### config.mk
export PLATFORM = sky130hd
export DESIGN_NAME = ysyx_23060201_ifu_flat
export DESIGN_NICKNAME = d
export VERILOG_FILES = /design/src/rtl/ysyx_23060201_ifu_if.sv /design/src/rtl/ysyx_23060201_ifu.sv /design/src/flat_wrapper.sv
export SDC_FILE = /design/constraint.sdc
export NUM_CORES = 1
export LEC_CHECK = 0
export CAP_MARGIN = 20
export CORE_MARGIN = 4
export CORE_UTILIZATION = 25
export DETAILED_ROUTE_END_ITERATION = 7
export GPL_TIMING_DRIVEN = 0
export SYNTH_ARGS = -nofsm -noshare
export SYNTH_HDL_FRONTEND = slang
export SYNTH_SLANG_ARGS = --single-unit
### constraint.sdc
create_clock -name clk -period 1.87 [get_ports clk]
set_input_delay 0.2805 -clock clk [delete_from_list [all_inputs] [get_ports clk]]
set_output_delay 0.2805 -clock clk [all_outputs]
set_load 0.02 [all_outputs]
### src/rtl/ysyx_23060201_ifu_if.sv
// Bundle of the IFU handshake channels: memory request/response,
// instruction handoff to decode/execute, and next-PC return.
//
// Handshake rule for every valid/ready pair in this bundle: a transfer
// happens on a rising clock edge where both valid and ready are 1. Once
// valid is raised, the producer holds it and its payload steady until
// that edge. npc_valid has no ready; it is consumed only while the IFU
// is waiting for it.
interface ysyx_23060201_ifu_if;
  logic        mem_req_valid;
  logic        mem_req_ready;
  logic [31:0] mem_req_addr;
  logic        mem_resp_valid;
  logic        mem_resp_ready;
  logic [31:0] mem_resp_data;
  logic        mem_resp_err;
  logic        inst_valid;
  logic        inst_ready;
  logic [31:0] inst;
  logic [31:0] pc;
  logic        inst_fault;
  logic        npc_valid;
  logic [31:0] dnpc;

  // IFU side
  modport master (
    output mem_req_valid, mem_req_addr, mem_resp_ready,
    output inst_valid, inst, pc, inst_fault,
    input  mem_req_ready, mem_resp_valid, mem_resp_data, mem_resp_err,
    input  inst_ready, npc_valid, dnpc
  );

  // Memory and decode/execute side
  modport slave (
    input  mem_req_valid, mem_req_addr, mem_resp_ready,
    input  inst_valid, inst, pc, inst_fault,
    output mem_req_ready, mem_resp_valid, mem_resp_data, mem_resp_err,
    output inst_ready, npc_valid, dnpc
  );
endinterface

### src/rtl/ysyx_23060201_ifu.sv
// Multi-cycle instruction fetch unit: one outstanding fetch, hands the
// word to decode/execute, then waits for the next PC before fetching again.
module ysyx_23060201_ifu #(
  parameter logic [31:0] RESET_PC = 32'h8000_0000
) (
  input  logic                        clk,
  input  logic                        rst,
  ysyx_23060201_ifu_if.master         bus,
  output logic [31:0]                 retire_cnt,
  output logic [1:0]                  dbg_state
);

  typedef enum logic [1:0] {
    S_REQ  = 2'd0,
    S_WAIT = 2'd1,
    S_HOLD = 2'd2,
    S_EXEC = 2'd3
  } state_t;

  state_t      state;
  state_t      state_nxt;
  logic [31:0] pc_q;
  logic [31:0] inst_q;
  logic        fault_q;
  logic [31:0] cnt_q;
  logic        npc_misaligned;

  assign npc_misaligned = (bus.dnpc[1:0] != 2'b00);

  // State register
  always_ff @(posedge clk) begin
    if (rst) begin
      state <= S_REQ;
    end else begin
      state <= state_nxt;
    end
  end

  // Next-state decode; each state only reacts to its own handshake
  always_comb begin
    state_nxt = state;
    case (state)
      S_REQ:  if (bus.mem_req_ready)  state_nxt = S_WAIT;
      S_WAIT: if (bus.mem_resp_valid) state_nxt = S_HOLD;
      S_HOLD: if (bus.inst_ready)     state_nxt = S_EXEC;
      S_EXEC: if (bus.npc_valid)      state_nxt = npc_misaligned ? S_HOLD : S_REQ;
      default:                        state_nxt = S_REQ;
    endcase
  end

  // Datapath: capture the fetched word, update PC and retire count
  always_ff @(posedge clk) begin
    if (rst) begin
      pc_q    <= RESET_PC;
      inst_q  <= 32'h0000_0000;
      fault_q <= 1'b0;
      cnt_q   <= 32'h0000_0000;
    end else begin
      if (state == S_WAIT && bus.mem_resp_valid) begin
        // A faulted fetch never exposes whatever data came back
        inst_q  <= bus.mem_resp_err ? 32'h0000_0000 : bus.mem_resp_data;
        fault_q <= bus.mem_resp_err;
      end
      if (state == S_EXEC && bus.npc_valid) begin
        pc_q  <= bus.dnpc;
        cnt_q <= cnt_q + 32'd1;
        // Misaligned target: skip memory, present a faulted slot directly
        if (npc_misaligned) begin
          inst_q  <= 32'h0000_0000;
          fault_q <= 1'b1;
        end
      end
    end
  end

  // Moore outputs decoded from the registered state
  assign bus.mem_req_valid  = (state == S_REQ);
  assign bus.mem_req_addr   = pc_q;
  assign bus.mem_resp_ready = (state == S_WAIT);
  assign bus.inst_valid     = (state == S_HOLD);
  assign bus.inst           = inst_q;
  assign bus.pc             = pc_q;
  assign bus.inst_fault     = fault_q;
  assign retire_cnt         = cnt_q;
  assign dbg_state          = state;

endmodule
### src/flat_wrapper.sv
// flat-port wrapper written by rule: the top's interface ports become plain ports
module ysyx_23060201_ifu_flat 
#(
  parameter logic [31:0] RESET_PC = 32'h8000_0000
)
  (clk, rst, retire_cnt, dbg_state, bus_mem_req_valid, bus_mem_req_addr, bus_mem_resp_ready, bus_inst_valid, bus_inst, bus_pc, bus_inst_fault, bus_mem_req_ready, bus_mem_resp_valid, bus_mem_resp_data, bus_mem_resp_err, bus_inst_ready, bus_npc_valid, bus_dnpc);
  ysyx_23060201_ifu_if bus_i ();
  input  logic clk;
  input  logic rst;
  output logic [31:0] retire_cnt;
  output logic [1:0] dbg_state;
  output wire logic [$bits(bus_i.mem_req_valid)-1:0] bus_mem_req_valid;
  output wire logic [$bits(bus_i.mem_req_addr)-1:0] bus_mem_req_addr;
  output wire logic [$bits(bus_i.mem_resp_ready)-1:0] bus_mem_resp_ready;
  output wire logic [$bits(bus_i.inst_valid)-1:0] bus_inst_valid;
  output wire logic [$bits(bus_i.inst)-1:0] bus_inst;
  output wire logic [$bits(bus_i.pc)-1:0] bus_pc;
  output wire logic [$bits(bus_i.inst_fault)-1:0] bus_inst_fault;
  input wire logic [$bits(bus_i.mem_req_ready)-1:0] bus_mem_req_ready;
  input wire logic [$bits(bus_i.mem_resp_valid)-1:0] bus_mem_resp_valid;
  input wire logic [$bits(bus_i.mem_resp_data)-1:0] bus_mem_resp_data;
  input wire logic [$bits(bus_i.mem_resp_err)-1:0] bus_mem_resp_err;
  input wire logic [$bits(bus_i.inst_ready)-1:0] bus_inst_ready;
  input wire logic [$bits(bus_i.npc_valid)-1:0] bus_npc_valid;
  input wire logic [$bits(bus_i.dnpc)-1:0] bus_dnpc;
  assign bus_mem_req_valid = bus_i.mem_req_valid;
  assign bus_mem_req_addr = bus_i.mem_req_addr;
  assign bus_mem_resp_ready = bus_i.mem_resp_ready;
  assign bus_inst_valid = bus_i.inst_valid;
  assign bus_inst = bus_i.inst;
  assign bus_pc = bus_i.pc;
  assign bus_inst_fault = bus_i.inst_fault;
  assign bus_i.mem_req_ready = bus_mem_req_ready;
  assign bus_i.mem_resp_valid = bus_mem_resp_valid;
  assign bus_i.mem_resp_data = bus_mem_resp_data;
  assign bus_i.mem_resp_err = bus_mem_resp_err;
  assign bus_i.inst_ready = bus_inst_ready;
  assign bus_i.npc_valid = bus_npc_valid;
  assign bus_i.dnpc = bus_dnpc;
  ysyx_23060201_ifu #(.RESET_PC(RESET_PC)) u_core (.clk(clk), .rst(rst), .bus(bus_i), .retire_cnt(retire_cnt), .dbg_state(dbg_state));
endmodule
After elaboration in Yosys (flattened, before gate mapping)
Index checks and enable logic that the tools add are counted.
{ "word_totals": {"ff_bits": 99, "inputBits": 71, "out_inout_bits": 134, "elab_cells": 31} }
{ "op_classes": {"n_addsub": 1, "n_mux": 13, "n_eq_ne": 7, "reduce_logical": 5} }
{ "ops": {"columns": ["cell", "count"], "rows": [
  ["$mux 32", 4],
  ["$add 32x1->32 const B", 1],
  ["$mux 2", 5],
  ["$pmux 2 s4", 1],
  ["$ne 2x1->1 const B", 3],
  ["$eq 2x2->1 const B", 2],
  ["$reduce_and 4->1", 1],
  ["$mux 1", 3],
  ["$eq 2x1->1 const B", 1],
  ["$logic_and 1x1->1", 2],
  ["$logic_not 2->1", 1],
  ["$ne 2x2->1 const B", 1],
  ["$reduce_bool 2->1", 1]
]} }

Longest topological paths before layout
{ "logic_depth": {"depth_word": 5, "ltp_mapped": 7} }

Worst setup path before layout
Ideal clock, no wire load.
{ "synth_path": {"path_kind": "flip-flop to flip-flop", "startpoint": "reg u_core.state[1] (netlist: u_core.dbg_state[1])", "endpoint": "reg u_core.cnt_q[22] (netlist: u_core.retire_cnt[22])", "setup_time_ns": 0.121, "path_buffers": 3, "period_less_slack_ns": 2.222, "required_time_ns": 1.749, "setup_slack_ns": -0.352, "arrival_ns": 2.101, "path_stages_with_launch": 8, "cell_sequence": "dfxtp_1 -> buf_4 -> nand3_4 -> or4_1 -> clkbuf_2 -> buf_6 -> nor4_2 -> mux2_2"} }
{ "synth_between": {"elab_chain_cells": 2} }
{ "synth_lines": {"columns": ["item", "line_no", "source"], "rows": [
  ["from (decl)", "ysyx_23060201_ifu.sv:20", "state_t state;"],
  ["from (signal assigned)", "ysyx_23060201_ifu.sv:35", "state <= state_nxt;"],
  ["$eq 2x2->1", "ysyx_23060201_ifu.sv:64", "if (state == S_EXEC && bus.npc_valid) begin"],
  ["$logic_and 1x1->1", "ysyx_23060201_ifu.sv:64", null],
  ["to (signal assigned)", "ysyx_23060201_ifu.sv:66", "cnt_q <= cnt_q + 32'd1;"],
  ["to (decl)", "ysyx_23060201_ifu.sv:25", "logic [31:0] cnt_q;"]
]} }
No other way between the ends.
A chain may end at the register's enable or synchronous reset.

Worst setup path in the final report
{ "layout_path": {"startpoint": "reg u_core.cnt_q[1] (netlist: u_core.retire_cnt[1])", "endpoint": "reg u_core.cnt_q[17] (netlist: u_core.retire_cnt[17])"} }
{ "layout_between": {"elab_chain_cells": 1} }
{ "layout_lines": {"columns": ["item", "line_no"], "rows": [
  ["$add 32x1->32", "ysyx_23060201_ifu.sv:66"]
]} }
No other way between the ends.

==> results.json <==
{
  "status": "complete, but fails checks",
  "hpwl_um": 10600,
  "setup_viol": 7,
  "post_drt_wl_per_cell_um": 14.9,
  "async_flop_share": 0,
  "end_kind": "flop",
  "postSynthAreaPerCell_um2": 8.27,
  "period_share": 1.04,
  "mostFrequentLayoutCells": "clkdlybuf4s50_1, nand2_1, a21oi_1, dfxtp_1, buf_4",
  "total_power_mw": 4.36,
  "first_iter_violations": 145,
  "fillers": 1687,
  "rr_startpoint": "u_core.retire_cnt[1]",
  "gr-total-overflow": 0,
  "antenna_found_initial": 1,
  "ys_seq_elements": 99,
  "finalClockSkew_ns": 0.00706,
  "grtUsageTotal": 0.149,
  "synth_ff_type": "dfxtp_1",
  "cts.path.max_buffers": 2,
  "grt_pass1_wl_um": 23400,
  "max_clock_freq_mhz": 512,
  "critPathLaunchType": "flop",
  "fp.coreArea_um2": 16700,
  "final_nets": 839,
  "syn_area_um2": 4290,
  "path_class": "flop to flop",
  "die_w_um": 139,
  "violations": "negative setup slack",
  "synth_cell_types": 37,
  "ios": 205,
  "synth_edf_count": 0,
  "cts_inserted_buffers": 9,
  "cts_sinks": 99,
  "hp-class": "input port to flop",
  "final_antenna_net_count": 0,
  "ir_drop_v": 0.000404,
  "grt_start_max_net_pins": 17,
  "viasPerCell": 4.47,
  "cts-root-buf": "clkbuf_16",
  "cp_max_fo": 8,
  "rsz0062_at_grt": "true",
  "htree_levels": 3,
  "syn_to_final_growth_pct": 75.8,
  "gp_congestion": 0.749,
  "powerDensity_nw_per_um2": 578,
  "final.setup.tns_ns": -0.367,
  "clk_pin_slew_ns": 0.07,
  "power_leakage_nw": 2.60,
  "startpoint": "u_core.retire_cnt[1]",
  "die_area_um2": 19300,
  "arrival_ns": 2.23,
  "hold_viol": 0,
  "multi_input_area_um2": 2100,
  "synth_cells": 518,
  "cts_tree": "built",
  "tightest_slew_ns": 0.633,
  "final-seq-area_um2": 2070,
  "ys.warnings.count": 0,
  "cap_violations": 0,
  "required_ns": 2.14,
  "clock_latency_ns": 0.35,
  "min-delay-start": "rst",
  "die_y_um": 139,
  "rows": 47,
  "period_needed_ns": 1.95,
  "grt_pass1_vias": 4324,
  "dpl_worst_slack_ns": -0.829,
  "relSlewSlack": 0.578,
  "drt_pass1_iterations": 4,
  "ys_seq_area_frac": 0.462,
  "setup_slack_ns": -0.0835,
  "wl_um": 14800,
  "synth_fp_nets": 590,
  "vias": 4436,
  "layout_commonest_cell": "clkdlybuf4s50_1",
  "port_buffers": 203,
  "finalMaxSlewViolations": 0,
  "start_util": 0.257,
  "drc": 0,
  "drive_above_1_share": 0.211,
  "rrSetupSlack_ns": -0.08
}
## cells by family after synthesis
family,after synthesis,share of synthesized area
and+or+nand+nor,224,0.274
AOI/OAI and AO/OA,107,0.134
DFF,99,0.462
buffers and inverters,76,0.0993
xor gates and xnor gates,8,0.0164
muxes,3,0.0105
adders and majority gates,1,0.00292
## state kept, by name, indices dropped and copies added, names as in the netlist
name,count
u_core.bus.inst_fault,1
u_core.dbg_state,2
u_core.bus.inst,32
u_core.retire_cnt,32
u_core.bus.mem_req_addr,32
## cells in the mapped netlist, types with 2 or more instances
library cell | instances | share of area
or2_2 | 3 | 0.0044
nand3b_1 | 33 | 0.058
or3_1 | 7 | 0.010
nor3_1 | 7 | 0.0082
xor2_1 | 2 | 0.0041
or4_1 | 17 | 0.030
dfxtp_1 | 99 | 0.46
nand4_1 | 7 | 0.010
mux2_2 | 2 | 0.0053
nand4_2 | 2 | 0.0058
buf_2 | 3 | 0.0035
nor2_1 | 15 | 0.013
clkbuf_1 | 28 | 0.025
a21oi_1 | 84 | 0.098
nand3_1 | 6 | 0.0070
a31oi_1 | 2 | 0.0029
xnor2_1 | 6 | 0.012
nand2_1 | 113 | 0.099
nor2b_1 | 4 | 0.0058
buf_4 | 34 | 0.060
nor4_1 | 3 | 0.0044
buf_1 | 3 | 0.0026
o31ai_1 | 13 | 0.023
o21ai_0 | 7 | 0.0082
inv_1 | 6 | 0.0053
## per-stage QoR
stage	utilization	std cells	hold slack [ns]	instance area, um^2
after floorplan	-	518	0.405	4370
after global placement	0.400	941	0.438	6680
after detailed placement	0.400	941	0.445	6680
after CTS	0.441	984	0.397	7360
after global routing	0.451	993	0.428	7530
final	0.451	993	0.399	7530
## metal layers
metal,GRT usage,wire length [um],vias to the layer above
met1,0.176,6290,2014
li1,-,-,2250
met4,0.0525,226,0
met5,0,0,-
met2,0.242,6820,159
met3,0.0628,1500,13
## power breakdown
group | internal [mW] | leakage (nW) | switching [mW]
logic | 0.252 | 1.66 | 0.212
registers | 2.11 | 0.818 | 0.0200
clock network | 0.938 | 0.125 | 0.825
## repair_timing
action	4_1_cts	5_1_grt
pin swaps	19	17
buffers inserted	33	10
resized for setup	47	28
endpoints found under the setup margin	69	50
hold buffers	0	0
## worst max-delay path: stages (launching register included)
cell and delay (ns):
dfxtp_4 0.38, buf_12 0.10, nand3_4 0.07, or4_4 0.50
buf_8 0.16, buf_6 0.11, or4_4 0.41, a21oi_2 0.14
## final cells by class
cell class              count  share of cell area
repair buffers            246               0.319
multi-input cells         343               0.279
flip-flops and latches     99               0.274
plain buffers              62              0.0517
well taps                 220              0.0365
clock buffers              12              0.0327
clock inverters             4             0.00365
inverters                   6             0.00299
diodes                      1            0.000332
## worst paths after layout
check | to | cells past startpoint
min | u_core.retire_cnt[31] | 3
max reg2reg | u_core.retire_cnt[17] | 7
max | u_core.retire_cnt[17] | 7
min reg2reg | u_core.bus.inst[22] | 2
No activity file was read; power rests on OpenSTA's default activity.
